===== src/rtl/clock_strobe_gen_if.sv =====
// Configuration port of clock_strobe_gen: a valid/ready request that
// carries a target channel and a new half-period divisor.
interface clock_strobe_gen_if #(
  parameter int channels_p = 2,
  parameter int width_p    = 8
);
  localparam int chan_w_lp = (channels_p > 1) ? $clog2(channels_p) : 1;

  logic                 cfg_v;
  logic [chan_w_lp-1:0] cfg_chan;
  logic [width_p-1:0]   cfg_div;
  logic                 cfg_ready;

  modport master (
    output cfg_v,
    output cfg_chan,
    output cfg_div,
    input  cfg_ready
  );

  modport slave (
    input  cfg_v,
    input  cfg_chan,
    input  cfg_div,
    output cfg_ready
  );
endinterface


===== src/rtl/clock_strobe_gen.sv =====
// Multi-channel clock-enable generator. Each channel produces a 50% duty
// divided clock (half-period = div cycles of clk_i) and a one-cycle tick on
// every rising edge of that clock. Divisors are reprogrammed through a
// valid/ready port and only take effect at a falling edge of the divided
// clock (or immediately when the channel is idle), so no shortened phase is
// ever produced. Dropping a channel's enable while its clock is high lets the
// high phase finish before the channel parks low.
module clock_strobe_gen #(
  parameter int channels_p    = 2,
  parameter int width_p       = 8,
  parameter int default_div_p = 1
) (
  input  logic                  clk_i,
  input  logic                  rst_ni,
  input  logic [channels_p-1:0] en_i,
  clock_strobe_gen_if.slave     cfg,
  output logic [channels_p-1:0] clk_o,
  output logic [channels_p-1:0] tick_o
);

  localparam int chan_w_lp = (channels_p > 1) ? $clog2(channels_p) : 1;
  localparam logic [chan_w_lp:0]   chan_cnt_lp = channels_p[chan_w_lp:0];
  localparam logic [width_p-1:0]   zero_lp     = {width_p{1'b0}};
  localparam logic [width_p-1:0]   one_lp      = width_p'(1);
  localparam logic [width_p-1:0]   reset_div_lp = width_p'(default_div_p);

  // One-hot decode of the addressed channel (all zero when out of range).
  logic [channels_p-1:0] w_sel;
  // Per-channel pending flags gathered for the ready computation.
  logic [channels_p-1:0] w_pend_v;
  logic                  w_chan_ok;
  logic                  w_take;

  // Widen the channel index by one bit so the range check cannot truncate.
  assign w_chan_ok = ({1'b0, cfg.cfg_chan} < chan_cnt_lp);

  // Ready only drops while the addressed channel still holds a pending divisor;
  // an out-of-range channel has no pending slot, so it always reads ready.
  assign cfg.cfg_ready = ~|(w_sel & w_pend_v);

  // A handshake always completes, but only a valid channel with a non-zero
  // divisor actually loads the pending slot.
  assign w_take = cfg.cfg_v & cfg.cfg_ready & w_chan_ok & (cfg.cfg_div != zero_lp);

  for (genvar c = 0; c < channels_p; c++) begin : g_chan
    logic [width_p-1:0] r_cnt;
    logic [width_p-1:0] r_div;
    logic [width_p-1:0] r_pend_div;
    logic               r_clk;
    logic               r_tick;
    logic               r_pend_v;
    logic               r_stop;
    logic               w_run;
    logic               w_last;
    logic               w_rise;
    logic               w_fall;
    logic               w_load;
    logic               w_apply;

    assign w_sel[c]    = (cfg.cfg_chan == chan_w_lp'(c));
    assign w_pend_v[c] = r_pend_v;

    // A high phase always runs to completion, even with the enable gone.
    assign w_run  = en_i[c] | r_stop | r_clk;
    assign w_last = (r_cnt == (r_div - one_lp));
    assign w_rise = w_run & w_last & ~r_clk;
    assign w_fall = w_run & w_last & r_clk;
    assign w_load = w_take & w_sel[c];
    // Swap divisors only at a falling edge, or at once when the channel is parked.
    assign w_apply = r_pend_v & (w_fall | ~w_run);

    // Channel counter, divided clock, tick, stop flag and divisor update.
    always_ff @(posedge clk_i) begin
      if (!rst_ni) begin
        r_cnt      <= zero_lp;
        r_div      <= reset_div_lp;
        r_pend_div <= zero_lp;
        r_clk      <= 1'b0;
        r_tick     <= 1'b0;
        r_pend_v   <= 1'b0;
        r_stop     <= 1'b0;
      end else begin
        if (!w_run) begin
          r_cnt <= zero_lp;
        end else if (w_last) begin
          r_cnt <= zero_lp;
          r_clk <= ~r_clk;
        end else begin
          r_cnt <= r_cnt + one_lp;
        end

        r_tick <= w_rise;
        r_stop <= r_clk & ~en_i[c] & ~w_fall;

        if (w_apply) begin
          r_div    <= r_pend_div;
          r_pend_v <= 1'b0;
        end else if (w_load) begin
          r_pend_div <= cfg.cfg_div;
          r_pend_v   <= 1'b1;
        end else begin
          r_pend_v <= r_pend_v;
        end
      end
    end

    assign clk_o[c]  = r_clk;
    assign tick_o[c] = r_tick;
  end

endmodule


===== src/flat_wrapper.sv =====
// flat-port wrapper written by rule: the top's interface ports become plain ports
module clock_strobe_gen_flat 
#(
  parameter int channels_p    = 2,
  parameter int width_p       = 8,
  parameter int default_div_p = 1
)
  (clk_i, rst_ni, en_i, clk_o, tick_o, cfg_cfg_v, cfg_cfg_chan, cfg_cfg_div, cfg_cfg_ready);
  clock_strobe_gen_if #(.channels_p(channels_p), .width_p(width_p)) cfg_i ();
  input  logic clk_i;
  input  logic rst_ni;
  input  logic [channels_p-1:0] en_i;
  output logic [channels_p-1:0] clk_o;
  output logic [channels_p-1:0] tick_o;
  input wire logic [$bits(cfg_i.cfg_v)-1:0] cfg_cfg_v;
  input wire logic [$bits(cfg_i.cfg_chan)-1:0] cfg_cfg_chan;
  input wire logic [$bits(cfg_i.cfg_div)-1:0] cfg_cfg_div;
  output wire logic [$bits(cfg_i.cfg_ready)-1:0] cfg_cfg_ready;
  assign cfg_i.cfg_v = cfg_cfg_v;
  assign cfg_i.cfg_chan = cfg_cfg_chan;
  assign cfg_i.cfg_div = cfg_cfg_div;
  assign cfg_cfg_ready = cfg_i.cfg_ready;
  clock_strobe_gen #(.channels_p(channels_p), .width_p(width_p), .default_div_p(default_div_p)) u_core (.clk_i(clk_i), .rst_ni(rst_ni), .en_i(en_i), .cfg(cfg_i), .clk_o(clk_o), .tick_o(tick_o));
endmodule

===== config.mk =====
export PLATFORM = sky130hd
export DESIGN_NAME = clock_strobe_gen_flat
export DESIGN_NICKNAME = d
export VERILOG_FILES = /design/src/rtl/clock_strobe_gen_if.sv /design/src/rtl/clock_strobe_gen.sv /design/src/flat_wrapper.sv
export SDC_FILE = /design/constraint.sdc
export NUM_CORES = 1
export LEC_CHECK = 0
export BUFFER_PORTS_ARGS = -buffer_cell sky130_fd_sc_hd__buf_2
export CAP_MARGIN = 20
export CORE_MARGIN = 4
export CORE_UTILIZATION = 60
export CTS_CLUSTER_DIAMETER = 100
export DETAILED_ROUTE_END_ITERATION = 7
export HOLD_SLACK_MARGIN = 0.03
export PLACE_DENSITY_LB_ADDON = 0.08
export SLEW_MARGIN = 10
export SYNTH_ARGS = -nofsm -noshare
export SYNTH_HDL_FRONTEND = slang
export SYNTH_SLANG_ARGS = --single-unit

===== constraint.sdc =====
create_clock -name clk_i -period 5.7 [get_ports clk_i]
set_input_delay 0.57 -clock clk_i [delete_from_list [all_inputs] [get_ports clk_i]]
set_output_delay 0.57 -clock clk_i [all_outputs]
set_load 0.01 [all_outputs]

==> impl_metrics.yaml <==
worst_hold_path:
  holdPathEnd: "u_core.g_chan[1].r_div[2]$_SDFFE_PN0P_"
  hold_class: "flip-flop to flip-flop"
  holdPathStages: 2
  hp-start: "u_core.g_chan[1].r_pend_div[2]$_SDFFE_PN0P_"
final_layout:
  nets: 338
  instances_no_fill: 373
  area_growth_pct: 5.604
  n_antenna_cell: 0
  drive_gt1_frac: 0.1153
  fillers: 376
cts:
  cts.sinks: 56
  cts-hold-fix-buffers: 0
  clock-root-buffer: "clkbuf_8"
  ctsResizeCount: 0
  clk_pin_slew_ns: 0.09
  post_cts_buffers: 0
  insertion_delay_ns: 0.31
  cts_tree: "yes"
  htreeDepth: 2
  clock_path_buffers: 2
  cts_buffers: 5
setup_path:
  ff2ff_path_depth: 6
  path_class: "flip-flop to flip-flop"
  rrSetupSlack_ns: 3.21
  cp-start-kind: "flip-flop"
  path_max_fanout: 16
  crit_required_ns: 5.86
  reg2reg_to: "u_core.g_chan[1].r_div[0]$_SDFFE_PN1P_"
  critical_path_arrival_ns: 2.65
  r2r_start: "u_core.g_chan[1].r_div[2]$_SDFFE_PN0P_"
  endpoint_kind: "flip-flop"
run_status:
  status: "complete, no violations"
power_and_ir_drop:
  pwr-share-clk: 0.256
  seq_power_share: 0.468
  power_density_nw_per_um2: 330.2
  swShare: 0.3230
  switchingPower_w: 0.0003219
  power_frac_comb: 0.276
  power.leakage_nw: 1.161
  internal_power_w: 0.0006747
  max-vdd-ir-drop_uv: 190.6
floorplan:
  boundaryPins: 19
  die_y_um: 77.02
  core_um2: 4474
  start_util: 0.6387
  row_count: 24
  die_area_um2: 5931
  die_w_um: 77.02
sta:
  hold_violations: 0
  fin_setup_tns_ns: 0
  min_period_over_period: 0.4375
  worst_pin_slew_ns: 1.005
  fmax_ghz: 0.4010
  setup_viol: 0
  rsz0062_at_grt: "no"
  fin_skew_ns: 0.01514
  finalMaxSlewViolations: 0
  max_slew_margin: 0.3245
  min_period_ns: 2.494
global_routing:
  grt_pass1_vias: 2058
  grt_util_met1: 0.2718
  antenna_found_initial: 0
  grt_use_met3: 0.04098
  grt_max_degree: 66
  overflow: 0
  grtUsageMet2: 0.3014
  grt.total_usage: 0.1921
  grt.busiest_layer: "met2"
  grt_pass1_wl_um: 9473
synth:
  synth_area_per_cell_um2: 9.072
  synth_top_area_frac: 0.3923
  ys_ff_latch: 56
  synth-seq-area-share: 0.3923
  synth_edf_count: 0
  async_flop_share: 0
  synth.net_count: 333
  synth_ff_type: "dfxtp_1"
  yosysTopAreaCell: "dfxtp_1"
  synth_common_cells: "dfxtp_1, nand3_1, nor2_1, mux2i_1, nor2b_1"
  syn_area_um2: 2858
  synth.distinct_cells: 56
  yosys.cell_count.top_type: "dfxtp_1"
  synth.area.top_cells: "dfxtp_1, mux2i_1, nand3_1"
  postSynthCellCount: 315
  yosysWarnings: 0
placement:
  finalWeightedCongestion: 0.8542
  dpl.cell_count: 365
  dpl.hpwl_um: 3875
  portBuffers: 18
routing:
  ant_nets: 0
  num_vias: 2211
  drtPass1Iterations: 4
  drt_iter0_drc: 122
  drc: 0
  route.detailed.wl_per_inst_um: 14.27
  avgViaCountPerCell: 5.928
  drt_wl_total_um: 5323
run:
  maxCapViolCount: 0
## state kept, by name, indices dropped and copies added, names as in the netlist
name,flops
u_core.g_chan.r_tick,2
u_core.g_chan.r_stop,2
u_core.g_chan.r_div,16
u_core.g_chan.r_pend_v,2
u_core.g_chan.r_clk,2
u_core.g_chan.r_cnt,16
u_core.g_chan.r_pend_div,16
## layout make-up
cell class | instances | area (µm²) | share of cell area
Multi-Input combinational cell | 231 | 1600 | 0.5303
Sequential cell | 56 | 1121 | 0.3715
Timing Repair Buffer | 18 | 90.09 | 0.02985
Clock buffer | 6 | 72.57 | 0.02405
Tap cell | 52 | 65.06 | 0.02156
Clock inverter | 2 | 38.79 | 0.01285
Inverter | 8 | 30.03 | 0.009950
## stage by stage
step           hold WS, ns  area, µm²  utilization  setup WS [ns]  power (W)
3_3_place_gp        0.4455       2907       0.6496          3.250  0.0007463
3_5_place_dp        0.4507       2907       0.6496          3.209  0.0007511
6_report            0.4650       3018       0.6745          3.206  0.0009967
5_1_grt             0.4931       3018       0.6745          2.957   0.001064
2_1_floorplan       0.4281       2858            -          3.583  0.0007083
4_1_cts             0.4656       3018       0.6745          3.196   0.001005
## worst max-delay path: stages, from the launching register on
cell	delay [ns]
dfxtp_1	0.36
or3_4	0.41
or4_4	0.51
xnor2_2	0.16
a41oi_2	0.59
mux2i_1	0.25
nand2_1	0.07
## metal layers
metal / up-vias / share of wire
li1: 1141 / -
met1: 1014 / 0.49
met2: 54 / 0.45
met3: 2 / 0.052
met4: 0 / 0.0051
met5: - / 0
## worst max path at each step
stage | start | cells past startpoint | slack [ns] | endpoint
global route | u_core.g_chan[1].r_div[0]$_SDFFE_PN1P_ | 8 | 2.96 | u_core.g_chan[1].r_div[0]$_SDFFE_PN1P_
CTS | u_core.g_chan[1].r_div[2]$_SDFFE_PN0P_ | 6 | 3.20 | u_core.g_chan[1].r_div[0]$_SDFFE_PN1P_
detailed placement | u_core.g_chan[1].r_div[2]$_SDFFE_PN0P_ | 6 | 3.21 | u_core.g_chan[1].r_div[0]$_SDFFE_PN1P_
floorplan | u_core.g_chan[1].r_div[0]$_SDFFE_PN1P_ | 9 | 3.58 | u_core.g_chan[1].r_div[5]$_SDFFE_PN0P_
finish | u_core.g_chan[1].r_div[2]$_SDFFE_PN0P_ | 6 | 3.21 | u_core.g_chan[1].r_div[0]$_SDFFE_PN1P_
global placement | u_core.g_chan[1].r_div[2]$_SDFFE_PN0P_ | 6 | 3.25 | u_core.g_chan[1].r_div[0]$_SDFFE_PN1P_
## power by group through the flow
stage / clock network [W] / logic [W] / registers [W]
detailed placement: 0 / 0.000277 / 0.000474
finish: 0.000255 / 0.000275 / 0.000466
floorplan: 0 / 0.000246 / 0.000462
CTS: 0.000263 / 0.000277 / 0.000465
global placement: 0 / 0.000274 / 0.000473
global route: 0.000281 / 0.000311 / 0.000473
## cell usage in the layout (no fill, tap or decap), types with 2 or more instances in the layout
master	netlist	routed
and3_1	13	13
nand2_1	12	12
ha_1	4	4
nand3_1	35	35
nor3_1	5	5
dfxtp_1	56	56
xnor2_1	16	16
clkbuf_8	0	5
and4b_1	2	2
nand4_1	5	5
o21ai_1	7	7
mux2i_1	18	18
nor4_1	2	2
buf_2	3	18
inv_1	7	7
nor3b_1	2	2
nor2b_1	18	18
o211ai_1	9	9
nor2_1	23	23
and2_1	4	4
xor2_1	13	13
or2_2	2	2
nor4b_1	2	2
a32oi_1	8	8
or3_1	5	5
## cells by family (layout without fill, tap and decap cells)
group | Yosys count | in the layout | share of synthesized area
buf+inv | 28 | 34 | 0.04772
fa+ha+maj | 4 | 4 | 0.01751
mux | 18 | 18 | 0.06305
simple gates | 137 | 137 | 0.2636
compound gates | 42 | 42 | 0.1213
xor+xnor | 30 | 30 | 0.09457
flops | 56 | 56 | 0.3923
Note: power is estimated with default switching activity, not from simulation.
